### src/rtl/coin_vend_ctrl_if.sv
// Bundle of the coin acceptor, dispenser handshake and display signals of the
// vending controller.
//   coin      : 2-bit coin code (00=25, 01=50, 10=100, 11=none)
//   cancel    : refund request (level)
//   vend_ack  : dispenser has taken the item (level)
//   done      : item paid, waiting for vend_ack
//   busy      : controller not idle
//   coin_rej  : one-cycle pulse, the last sampled coin was returned
//   chg_pulse : one-cycle pulse, release one 25-paise coin
//   seg_*     : active-low 7-segment digits {g,f,e,d,c,b,a}
// master drives the inputs of the controller, slave is the controller itself.
interface coin_vend_ctrl_if;
  logic [1:0] coin;
  logic       cancel;
  logic       vend_ack;
  logic       done;
  logic       busy;
  logic       coin_rej;
  logic       chg_pulse;
  logic [6:0] seg_hun;
  logic [6:0] seg_ten;
  logic [6:0] seg_one;

  modport master (
    output coin, cancel, vend_ack,
    input  done, busy, coin_rej, chg_pulse, seg_hun, seg_ten, seg_one
  );

  modport slave (
    input  coin, cancel, vend_ack,
    output done, busy, coin_rej, chg_pulse, seg_hun, seg_ten, seg_one
  );
endinterface

### src/rtl/coin_vend_ctrl.sv
// Coin collector / vend sequencer with programmable price.
// Accumulates 25/50/100-paise coins, holds done until the dispenser acks,
// then pays out overpayment (or the full credit on cancel) as a train of
// 25-paise change pulses. Shows the running amount on three 7-seg digits.
//   clock : sole clock, rising edge
//   reset : asynchronous, active-low
//   bus   : coin_vend_ctrl_if.slave (coin/cancel/vend_ack in, status and
//           display out)
//
// state   | meaning
// --------+--------------------------------------------
// IDLE    | no credit
// COLLECT | 0 < credit < PRICE, accepting coins
// VEND    | credit >= PRICE, done high, waiting for ack
// PAYOUT  | releasing change / refund coins
module coin_vend_ctrl #(
  parameter int PRICE = 100,
  parameter int AMT_W = 10
) (
  input  logic          clock,
  input  logic          reset,
  coin_vend_ctrl_if.slave bus
);

  typedef enum logic [1:0] {
    IDLE    = 2'd0,
    COLLECT = 2'd1,
    VEND    = 2'd2,
    PAYOUT  = 2'd3
  } state_t;

  localparam logic [AMT_W-1:0] PRICE_A = AMT_W'(PRICE);
  localparam logic [AMT_W-1:0] STEP    = AMT_W'(25);

  state_t           state;
  state_t           state_nxt;
  logic [AMT_W-1:0] credit;
  logic [AMT_W-1:0] credit_nxt;
  logic [AMT_W-1:0] payout;
  logic [AMT_W-1:0] payout_nxt;
  logic             chg_q;
  logic             chg_nxt;
  logic             rej_q;
  logic             rej_nxt;
  logic             done_q;
  logic             busy_q;

  logic             coin_vld;
  logic [AMT_W-1:0] coin_val;
  logic [AMT_W-1:0] sum;

  always_comb begin
    coin_vld = (bus.coin != 2'b11);
    case (bus.coin)
      2'b00:   coin_val = AMT_W'(25);
      2'b01:   coin_val = AMT_W'(50);
      2'b10:   coin_val = AMT_W'(100);
      default: coin_val = '0;
    endcase
    // Credit never exceeds PRICE+75, which AMT_W is sized to hold.
    sum = credit + coin_val;
  end

  always_comb begin
    state_nxt  = state;
    credit_nxt = credit;
    payout_nxt = payout;
    chg_nxt    = 1'b0;
    rej_nxt    = 1'b0;
    case (state)
      IDLE: begin
        if (coin_vld) begin
          credit_nxt = sum;
          state_nxt  = (sum >= PRICE_A) ? VEND : COLLECT;
        end
      end
      COLLECT: begin
        if (bus.cancel) begin
          // Refund wins over a coin arriving in the same cycle.
          payout_nxt = credit;
          credit_nxt = '0;
          state_nxt  = PAYOUT;
          chg_nxt    = 1'b1;
          rej_nxt    = coin_vld;
        end else if (coin_vld) begin
          credit_nxt = sum;
          state_nxt  = (sum >= PRICE_A) ? VEND : COLLECT;
        end
      end
      VEND: begin
        rej_nxt = coin_vld;
        if (bus.vend_ack) begin
          payout_nxt = credit - PRICE_A;
          credit_nxt = '0;
          if (credit == PRICE_A) begin
            state_nxt = IDLE;
          end else begin
            state_nxt = PAYOUT;
            chg_nxt   = 1'b1;
          end
        end else if (bus.cancel) begin
          payout_nxt = credit;
          credit_nxt = '0;
          state_nxt  = PAYOUT;
          chg_nxt    = 1'b1;
        end
      end
      PAYOUT: begin
        rej_nxt = coin_vld;
        // chg_q doubles as the phase: the edge closing a pulse cycle
        // pays one coin off, the edge closing a gap cycle starts the next.
        if (chg_q) begin
          payout_nxt = payout - STEP;
          if (payout == STEP) begin
            state_nxt = IDLE;
          end
        end else begin
          chg_nxt = 1'b1;
        end
      end
      default: state_nxt = IDLE;
    endcase
  end

  always_ff @(posedge clock or negedge reset) begin
    if (!reset) begin
      state  <= IDLE;
      credit <= '0;
      payout <= '0;
      chg_q  <= 1'b0;
      rej_q  <= 1'b0;
      done_q <= 1'b0;
      busy_q <= 1'b0;
    end else begin
      state  <= state_nxt;
      credit <= credit_nxt;
      payout <= payout_nxt;
      chg_q  <= chg_nxt;
      rej_q  <= rej_nxt;
      done_q <= (state_nxt == VEND);
      busy_q <= (state_nxt != IDLE);
    end
  end

  function automatic logic [6:0] seg7(input logic [3:0] d);
    logic [6:0] s;
    case (d)
      4'd0:    s = 7'b1000000;
      4'd1:    s = 7'b1111001;
      4'd2:    s = 7'b0100100;
      4'd3:    s = 7'b0110000;
      4'd4:    s = 7'b0011001;
      4'd5:    s = 7'b0010010;
      4'd6:    s = 7'b0000010;
      4'd7:    s = 7'b1111000;
      4'd8:    s = 7'b0000000;
      4'd9:    s = 7'b0010000;
      default: s = 7'b1111111;
    endcase
    return s;
  endfunction

  logic [AMT_W-1:0] disp_val;
  int               disp_int;
  logic [3:0]       dig_hun;
  logic [3:0]       dig_ten;
  logic [3:0]       dig_one;

  always_comb begin
    disp_val = (state == PAYOUT) ? payout : credit;
    disp_int = int'(disp_val);
    dig_hun  = 4'(disp_int / 100);
    dig_ten  = 4'((disp_int / 10) % 10);
    dig_one  = 4'(disp_int % 10);
  end

  assign bus.done      = done_q;
  assign bus.busy      = busy_q;
  assign bus.coin_rej  = rej_q;
  assign bus.chg_pulse = chg_q;
  assign bus.seg_hun   = seg7(dig_hun);
  assign bus.seg_ten   = seg7(dig_ten);
  assign bus.seg_one   = seg7(dig_one);

endmodule

### src/flat_wrapper.sv
// flat-port wrapper written by rule: the top's interface ports become plain ports
module coin_vend_ctrl_flat 
#(
  parameter int PRICE = 100,
  parameter int AMT_W = 10
)
  (clock, reset, bus_coin, bus_cancel, bus_vend_ack, bus_done, bus_busy, bus_coin_rej, bus_chg_pulse, bus_seg_hun, bus_seg_ten, bus_seg_one);
  coin_vend_ctrl_if bus_i ();
  input  logic clock;
  input  logic reset;
  input wire logic [$bits(bus_i.coin)-1:0] bus_coin;
  input wire logic [$bits(bus_i.cancel)-1:0] bus_cancel;
  input wire logic [$bits(bus_i.vend_ack)-1:0] bus_vend_ack;
  output wire logic [$bits(bus_i.done)-1:0] bus_done;
  output wire logic [$bits(bus_i.busy)-1:0] bus_busy;
  output wire logic [$bits(bus_i.coin_rej)-1:0] bus_coin_rej;
  output wire logic [$bits(bus_i.chg_pulse)-1:0] bus_chg_pulse;
  output wire logic [$bits(bus_i.seg_hun)-1:0] bus_seg_hun;
  output wire logic [$bits(bus_i.seg_ten)-1:0] bus_seg_ten;
  output wire logic [$bits(bus_i.seg_one)-1:0] bus_seg_one;
  assign bus_i.coin = bus_coin;
  assign bus_i.cancel = bus_cancel;
  assign bus_i.vend_ack = bus_vend_ack;
  assign bus_done = bus_i.done;
  assign bus_busy = bus_i.busy;
  assign bus_coin_rej = bus_i.coin_rej;
  assign bus_chg_pulse = bus_i.chg_pulse;
  assign bus_seg_hun = bus_i.seg_hun;
  assign bus_seg_ten = bus_i.seg_ten;
  assign bus_seg_one = bus_i.seg_one;
  coin_vend_ctrl #(.PRICE(PRICE), .AMT_W(AMT_W)) u_core (.clock(clock), .reset(reset), .bus(bus_i));
endmodule
### config.mk
export PLATFORM = sky130hd
export DESIGN_NAME = coin_vend_ctrl_flat
export DESIGN_NICKNAME = d
export VERILOG_FILES = /design/src/rtl/coin_vend_ctrl_if.sv /design/src/rtl/coin_vend_ctrl.sv /design/src/flat_wrapper.sv
export SDC_FILE = /design/constraint.sdc
export NUM_CORES = 1
export LEC_CHECK = 0
export BUFFER_PORTS_ARGS = -buffer_cell sky130_fd_sc_hd__buf_2
export CORE_MARGIN = 5
export CORE_UTILIZATION = 59
export CTS_BUF_LIST = sky130_fd_sc_hd__clkbuf_4 sky130_fd_sc_hd__clkbuf_8
export CTS_CLUSTER_SIZE = 40
export DETAILED_ROUTE_END_ITERATION = 7
export MAX_ROUTING_LAYER = met4
export PLACE_DENSITY = 0.77
export SYNTH_ARGS = -nofsm -noshare
export SYNTH_HDL_FRONTEND = slang
export SYNTH_SLANG_ARGS = --single-unit
export TNS_END_PERCENT = 30
### constraint.sdc
create_clock -name clock -period 7.7 [get_ports clock]
set_input_delay 0.385 -clock clock [delete_from_list [all_inputs] [get_ports clock]]
set_output_delay 0.385 -clock clock [all_outputs]
set_load 0.005 [all_outputs]
## Word level (Yosys, flattened, before mapping)

Memories as Yosys holds them, arrays and structs flattened.
Index checks and enable logic that the tools add are counted.

- Register bits after elaboration: 26
- Memory bits (read-only): 336
- Input port bits: 6
- Logic and storage cells: 64
- Memories: 3

- Add/sub/neg operators: 3
- Divide/modulo/power cells: 4
- $lt $le $gt $ge: 1
- Eq/ne operators: 11
- Muxes and demuxes: 27
- Reduce and logical (&&, ||, !) cells: 8

Memory list:

| name | words | width | rd ports | clocked after Yosys merged registers in | write ports | RTL line | RTL |
|---|---|---|---|---|---|---|---|
| (name not given) | 16 | 7 | 1 | 0 | 0 | coin_vend_ctrl.sv:147 | `case (d)` |
| (name not given) | 16 | 7 | 1 | 0 | 0 | coin_vend_ctrl.sv:147 |  |
| (name not given) | 16 | 7 | 1 | 0 | 0 | coin_vend_ctrl.sv:147 |  |

Operators with widths:

| kind | number |
|---|---|
| two-way mux 10 bit | 8 |
| case mux 10 bit (3 select lines) | 2 |
| divider 11 x 5 -> 32 bit, second input constant | 1 |
| divider 11 x 8 -> 32 bit, second input constant | 1 |
| remainder unit 11 x 5 -> 32 bit, second input constant | 1 |
| remainder unit 32 x 5 -> 32 bit, second input constant | 1 |
| case mux 7 bit (3 select lines) | 1 |
| two-way mux 2 bit | 8 |
| adder 10 x 7 -> 10 bit | 1 |
| equality test 10 x 5 -> 1 bit, second input constant | 1 |
| equality test 10 x 7 -> 1 bit, second input constant | 1 |
| >= comparator 10 x 7 -> 1 bit, second input constant | 1 |
| subtractor 10 x 5 -> 10 bit, second input constant | 1 |
| subtractor 10 x 7 -> 10 bit, second input constant | 1 |
| equality test 2 bit, second input constant | 4 |
| case mux 2 bit (4 select lines) | 1 |
| nonzero test 3 bit | 2 |
| two-way mux 1 bit | 5 |
| equality test 2 x 1 -> 1 bit, second input constant | 2 |
| logical NOT 2 bit | 2 |
| AND reduction 2 bit | 2 |
| inequality test 3 bit, second input constant | 1 |
| case mux 1 bit (3 select lines) | 1 |
| inequality test 2 x 1 -> 1 bit, second input constant | 1 |
| 4 further kinds | 4 |

## Logic depth before layout (Yosys ltp)

Gate-level depths: netlist of run 1.

- Word-level depth: 9
- Depth in mapped cells: 41
- Gate-level depth less buffers: 35

## Worst setup path before layout of run 1

No wires, ideal clock.

- Path kind: reg2out
- From: register u_core.state[0]
- To: output bus_seg_ten[4]
- Arrival time: 7.791 ns
- Data required time: 7.315 ns
- Slack: -0.476 ns
- Cell stages (with the launch flop): 40
- Path buffers: 5
- Path through: dfrtp_1 > ha_1 > buf_6 > buf_6 > mux2i_1 > inv_1 > buf_2 > ha_1 > nand2b_1 > buf_1 > maj3_1 > o221a_2 > o22ai_4 > inv_2 > xnor2_2 > nor4_2 > o311ai_4 > nand2b_4 > [... 4 more ...] > ha_1 > a21oi_1 > nor2_1 > or3_1 > a31oi_1 > nand2_1 > a2111oi_4 > inv_2 > a211oi_4 > buf_4 > xnor2_1 > inv_1 > ha_1 > nand2_1 > nor3_1 > a31oi_1 > o2111ai_1 > a221oi_1

- Word-level cells in the longest chain between the ends: 5

RTL lines:

| element | RTL line | RTL |
|---|---|---|
| start: declaration | coin_vend_ctrl.sv:35 | `state_t state;` |
| start signal: assignment | coin_vend_ctrl.sv:135 | `state <= state_nxt;` |
| equality test 2 bit | coin_vend_ctrl.sv:170 | `disp_val = (state == PAYOUT) ? payout : credit;` |
| two-way mux 10 bit | coin_vend_ctrl.sv:170 |  |
| divider 11 x 5 -> 32 bit | coin_vend_ctrl.sv:173 | `dig_ten = 4'((disp_int / 10) % 10);` |
| remainder unit 32 x 5 -> 32 bit | coin_vend_ctrl.sv:173 |  |
| memory read (16 x 7 bit) | -- |  |
| end: declaration | flat_wrapper.sv:19 | `output wire logic [$bits(bus_i.seg_ten)-1:0] bus_seg_ten;` |

Every way passes these cells.

## Worst setup path in the final report of run 1

Ends and elaborated chain as after synthesis.

==> impl_metrics.json, run 1 <==
{
  "outcome": "finished, violations left",
  "violations": "negative setup slack",
  "async_flop_share_pct": 100,
  "crit_type": "flip-flop to output port",
  "rrSetupSlack_ns": 4.67,
  "dp_hpwl_mm": 12.7,
  "hold_path.class": "input port to asynchronous set/reset pin",
  "row_count": 35,
  "ys_ff_latch": 26,
  "synth_cell_types": 106,
  "clkTransAtPathRegs_ns": 0.09,
  "grt_pass1_wl_mm": 27.3,
  "dr.pass1.iters": 6,
  "dpl-instance-area_um2": 6160,
  "clockRootBuffer": "clkbuf_8",
  "final_common_cell": "nor2_1",
  "rsz0062_at_grt": "yes",
  "nNetsFinal": 887,
  "yosys_warnings": 0,
  "fin_crit_sh_pct": 101,
  "tritoncts": "built",
  "synth_area_um2": 5670,
  "clk_latency_ns": 0.27,
  "slowest_delay_ns": 0.48,
  "syn-num-nets": 830,
  "required_ns": 7.32,
  "regToRegEndpoint": "u_core.bus.done$_DFF_PN0_",
  "cts.sinks": 26,
  "vias": 6322,
  "postLayoutCellArea_um2": 6620,
  "syn_to_final_growth_pct": 16.6,
  "antenna_found_initial": 0,
  "grt_pass1_vias": 5772,
  "gp_congestion": 0.999,
  "r2r_start": "u_core.credit[0]$_DFFE_PN0P_",
  "slew_headroom_pct": 37.2,
  "ant_nets": 0,
  "final_cell_mix": "nor2_1 (87), nand2_1 (75), buf_4 (54), a21oi_1 (51), o21ai_0 (48)",
  "maxCapViolCount": 0,
  "synthFlopType": "dfrtp_1",
  "setup_viol": 1,
  "synth-seq-area-share_pct": 11.5,
  "holdBufCountCts": 0,
  "antenna_cells": 0,
  "drc": 0,
  "critPathSlowestCell": "or3_4",
  "wirelength_mm": 16.8,
  "cp_common_cell": "ha_4",
  "drive_gt1_share_pct": 23.2,
  "layout_setup_ws_ns": -0.0989,
  "cp_max_fo": 6,
  "max_slew.worst_pin.slew_ns": 0.916,
  "via_per_inst": 6.58,
  "drt_iter0_drc": 530,
  "die_w_um": 108,
  "initial_core_util_pct": 60.8,
  "cp_top_family": "compound AO/OA/AOI/OAI gates",
  "timing.fmax_ghz": 0.128,
  "fin_skew_ns": 0.00223,
  "core_um2": 9330,
  "cts_buffers": 3,
  "nFillCells": 762,
  "ioPinCount": 31,
  "netlist_instances": 777,
  "clk_path_buf_depth": 2,
  "synth_edf_count": 0,
  "die_area_um2": 11700,
  "crit_arrival_ns": 7.41,
  "htreeDepth": 1,
  "grt_overflow_total": 0,
  "crit_buf_inv": 4,
  "drt-wirelength-per-cell_um": 17.5,
  "start_kind": "flip-flop",
  "finalHoldViolCount": 0,
  "reg2reg_depth": 17,
  "portBuffers": 30,
  "final_max_slew_viol_count": 0,
  "track_usage_pct": 28.5,
  "avgSynthCellArea_um2": 7.30,
  "die_h_um": 108,
  "grt_max_degree": 33,
  "fin_crit_ns": 7.80,
  "critPathCaptureType": "output port"
}
-- cells in the mapped netlist (5+ instances only) --
cell type,count,share of area (%)
a211oi_1,10,1.3
a21o_1,5,0.66
a21oi_1,54,4.8
a221oi_1,6,0.93
a22o_1,8,1.2
a31oi_1,13,1.4
and2_1,9,0.99
buf_2,8,0.71
clkbuf_1,20,1.3
dfrtp_1,26,11
ha_1,46,10
inv_1,42,2.8
mux2_2,6,1.2
mux2i_1,18,3.2
nand2_1,78,5.2
nand2b_1,13,1.4
nand3_1,18,1.6
nand4_1,14,1.5
nor2_1,89,5.9
nor2b_1,6,0.66
nor3_1,28,2.5
nor4_1,6,0.66
o21a_1,8,1.1
o21ai_0,52,4.6
o21bai_1,5,0.66
o221ai_1,5,0.77
o22ai_1,11,1.2
o31ai_1,10,1.3
o32ai_1,5,0.77
or3_1,8,0.88
xnor2_1,14,2.2
xor2_1,5,0.77
-- metal layers --
metal,global-route usage [%],part of all wire (%),up-vias
li1,-,-,3032
met1,39.1,44,2954
met2,46.5,48,305
met3,1.25,6.9,31
met4,6.76,1.7,0
met5,-,0,-
-- per-stage QoR --
stage / util [%] / worst slack [ns] / TNS, ns / std cells / hold WS, ns
after global placement: 66.1 / 0.161 / 0 / 936 / 0.407
after global routing: 70.9 / -0.412 / -1.20 / 961 / 0.142
after CTS: 67.6 / -0.0211 / -0.0211 / 940 / 0.123
final: 70.9 / -0.0989 / -0.0989 / 961 / 0.105
after floorplan: - / 0.000325 / 0 / 777 / 0.0894
after detailed placement: 66.1 / -0.0347 / -0.0656 / 936 / 0.417
-- sequential cells by signal, indices dropped and copies added (netlist names) --
signal and cells:
u_core.bus.chg_pulse 1, u_core.credit 10, u_core.state 2, u_core.bus.busy 1, u_core.payout 10, u_core.bus.coin_rej 1, u_core.bus.done 1
-- cells by family after synthesis --
family,share of synthesized area [%]
adder cells (fa/ha/maj),11.4
XOR/XNOR,4.48
multiplexers,5.53
AND/OR/NAND/NOR,25.0
buffers and inverters,6.17
AO/OA/AOI/OAI,35.9
flip-flops,11.5
-- how the worst max path moves through the flow --
| stage | startpoint | to | slack, ns | depth (start not counted) |
|---|---|---|---|---|
| floorplan | u_core.state[0]$_DFF_PN0_ | bus_seg_ten[4] | 0.0003 | 38 |
| global placement | u_core.state[0]$_DFF_PN0_ | bus_seg_ten[3] | 0.16 | 31 |
| detailed placement | u_core.state[0]$_DFF_PN0_ | bus_seg_ten[0] | -0.03 | 31 |
| CTS | u_core.state[1]$_DFF_PN0_ | bus_seg_ten[4] | -0.02 | 35 |
| global route | u_core.state[0]$_DFF_PN0_ | bus_seg_ten[4] | -0.41 | 35 |
| finish | u_core.state[0]$_DFF_PN0_ | bus_seg_ten[4] | -0.1 | 35 |
-- layout make-up --
class                   count  area, um^2  share of cell area, %
repair buffers             86         587                   8.87
multi-input cells         670        4990                   75.4
clock buffers               3        41.3                  0.624
inverters                  47         186                   2.82
flip-flops and latches     26         653                   9.87
well taps                 129         161                   2.44
-- worst register-to-register path, delay by kind of cell, from the launching register on --
family,cells,cell delay (ns)
adder cells (fa/ha/maj),2,0.66
buffers and inverters,1,0.07
AND/OR/NAND/NOR,7,0.57
AO/OA/AOI/OAI,6,0.96
flip-flops,1,0.46
XOR/XNOR,1,0.21
-- what timing repair did --
action	CTS	global route
resized for setup	19	35
endpoints found under the setup margin	6	7
cloned	0	0
setup buffers	1	21
pin swaps	4	21
Power of run 1 is not shown: default switching activity piles up to over one toggle a cycle in this logic, so the estimate is an artifact.
==> run 2: changes to the inputs <==
--- a/config.mk
+++ b/config.mk
@@ -7,12 +7,12 @@
 export LEC_CHECK = 0
 export BUFFER_PORTS_ARGS = -buffer_cell sky130_fd_sc_hd__buf_2
 export CORE_MARGIN = 5
-export CORE_UTILIZATION = 59
+export CORE_UTILIZATION = 60
 export CTS_BUF_LIST = sky130_fd_sc_hd__clkbuf_4 sky130_fd_sc_hd__clkbuf_8
 export CTS_CLUSTER_SIZE = 40
 export DETAILED_ROUTE_END_ITERATION = 7
 export MAX_ROUTING_LAYER = met4
-export PLACE_DENSITY = 0.77
+export PLACE_DENSITY = 0.76
 export SYNTH_ARGS = -nofsm -noshare
 export SYNTH_HDL_FRONTEND = slang
 export SYNTH_SLANG_ARGS = --single-unit
==> constraint.sdc (replaced) <==
create_clock -name clock -period 9 [get_ports clock]
set_input_delay 0.45 -clock clock [delete_from_list [all_inputs] [get_ports clock]]
set_output_delay 0.45 -clock clock [all_outputs]
set_load 0.005 [all_outputs]
==> impl_metrics.json, run 2 (same netlist as run 1, synthesis figures left out) <==
{
  "outcome": "finished, final reports clean",
  "tritoncts": "built",
  "slowest_delay_ns": 0.44,
  "crit_arrival_ns": 8.08,
  "antenna_cells": 0,
  "hold_path.class": "input port to asynchronous set/reset pin",
  "drc": 0,
  "via_per_inst": 6.63,
  "nNetsFinal": 847,
  "cp_max_fo": 12,
  "clk_path_buf_depth": 2,
  "seqCellArea_um2": 653,
  "maxCapViolCount": 0,
  "grt_max_degree": 33,
  "final_common_cell": "nor2_1",
  "clockRootBuffer": "clkbuf_8",
  "clk_latency_ns": 0.27,
  "rrSetupSlack_ns": 6.00,
  "drt_iter0_drc": 408,
  "pre_cts_slack_ns": 0.364,
  "die_w_um": 107,
  "cts_buffers": 3,
  "die_area_um2": 11500,
  "htreeDepth": 1,
  "holdBufCountCts": 0,
  "critPathSlowestCell": "dfrtp_2",
  "portBuffers": 30,
  "final_cell_mix": "nor2_1 (89), nand2_1 (78), a21oi_1 (54), o21ai_0 (52), ha_1 (45)",
  "required_ns": 8.55,
  "syn_to_final_growth_pct": 6.64,
  "fin_skew_ns": 0.00487,
  "gp_congestion": 0.985,
  "dpl-instance-area_um2": 5910,
  "track_usage_pct": 26.9,
  "final_max_slew_viol_count": 0,
  "grt_overflow_total": 0,
  "start_kind": "flip-flop",
  "finalHoldViolCount": 0,
  "initial_core_util_pct": 61.4,
  "row_count": 35,
  "setup_viol": 0,
  "clkTransAtPathRegs_ns": 0.09,
  "dr.pass1.iters": 5,
  "fin_crit_ns": 8.53,
  "timing.fmax_ghz": 0.117,
  "die_h_um": 107,
  "dp_hpwl_mm": 12.0,
  "fin_crit_sh_pct": 94.8,
  "max_slew.worst_pin.slew_ns": 0.902,
  "core_um2": 9240,
  "postLayoutCellArea_um2": 6050,
  "ant_nets": 0,
  "multi_input_area_um2": 4740,
  "critPathCaptureType": "output port",
  "grt_pass1_wl_mm": 25.8,
  "wirelength_mm": 15.6,
  "vias": 6104,
  "drive_gt1_share_pct": 15.5,
  "slew_headroom_pct": 38.1,
  "layout_setup_ws_ns": 0.472,
  "grt_pass1_vias": 5538,
  "nFillCells": 843,
  "reg_top3": "u_core.credit (10), u_core.payout (10), u_core.state (2)",
  "ioPinCount": 31,
  "cts.sinks": 26,
  "drt-wirelength-per-cell_um": 16.9,
  "crit_type": "flip-flop to output port",
  "antenna_found_initial": 0
}
==> run 2: changes by cell type in the layout (fill, tap and decap cells not counted), moves of 3 or more <==
| cell | previous run | this run |
|---|---|---|
| ha_4 | 6 | 1 |
| nand2_1 | 75 | 78 |
| nand2_2 | 4 | 1 |
| buf_4 | 54 | 15 |
| nor3_1 | 22 | 26 |
| a21oi_2 | 7 | 4 |
| o21ai_0 | 48 | 52 |
| o21ai_1 | 6 | 2 |
| ha_1 | 40 | 45 |
| a21oi_1 | 51 | 54 |
| inv_1 | 39 | 42 |
==> run 2: path summary, 6_finish.rpt <==
path	to	startpoint	cells past startpoint
max	bus_seg_ten[4]	u_core.state[0]$_DFF_PN0_	37
min	u_core.credit[9]$_DFFE_PN0P_	reset	1
max reg2reg	u_core.bus.done$_DFF_PN0_	u_core.credit[0]$_DFFE_PN0P_	17
min reg2reg	u_core.payout[1]$_DFFE_PN0P_	u_core.payout[1]$_DFFE_PN0P_	2
max in group asynchronous	u_core.state[1]$_DFF_PN0_	reset	1
min in group clock	u_core.payout[1]$_DFFE_PN0P_	u_core.payout[1]$_DFFE_PN0P_	2
==> run 2: what timing repair did <==
item / in CTS / in global routing
setup buffers: 0 / 3
gates resized for setup: 0 / 15
endpoints found under the setup margin: 0 / 6
==> run 2: metal layers <==
| metal | GRT usage [%] | part of all wire (%) | vias to the layer above |
|---|---|---|---|
| li1 | - | - | 2957 |
| met1 | 35.6 | 45 | 2901 |
| met2 | 45.8 | 49 | 222 |
| met3 | 2.05 | 5.4 | 24 |
| met4 | 4.84 | 1.2 | 0 |
| met5 | - | 0 | - |
==> run 2: cell type report <==
cell class / instances / area share (%)
multi-input cells: 670 / 78.4
repair buffers: 46 / 4.53
flip-flops and latches: 26 / 10.8
well taps: 129 / 2.67
inverters: 47 / 2.96
clock buffers: 3 / 0.682
==> run 2: metrics by stage <==
stage / setup TNS (ns) / hold WS, ns / util (%) / cells
floorplan: 0 / 0.154 / - / 777
global placement: 0 / 0.472 / 64.0 / 915
detailed placement: 0 / 0.479 / 64.0 / 915
CTS: 0 / 0.187 / 64.4 / 918
global route: -0.129 / 0.207 / 65.5 / 921
finish: 0 / 0.174 / 65.5 / 921
==> run 2: critical path, delay by kind of cell, from the launching register on <==
| kind | cells | cell delay, ns |
|---|---|---|
| DFF | 1 | 0.44 |
| adders and majority gates | 5 | 1.44 |
| AOI/OAI and AO/OA | 15 | 3.26 |
| buffers and inverters | 7 | 0.91 |
| xor gates and xnor gates | 2 | 0.42 |
| muxes | 1 | 0.24 |
| and+or+nand+nor | 7 | 1.06 |
Power of run 2 is left out for the same reason.
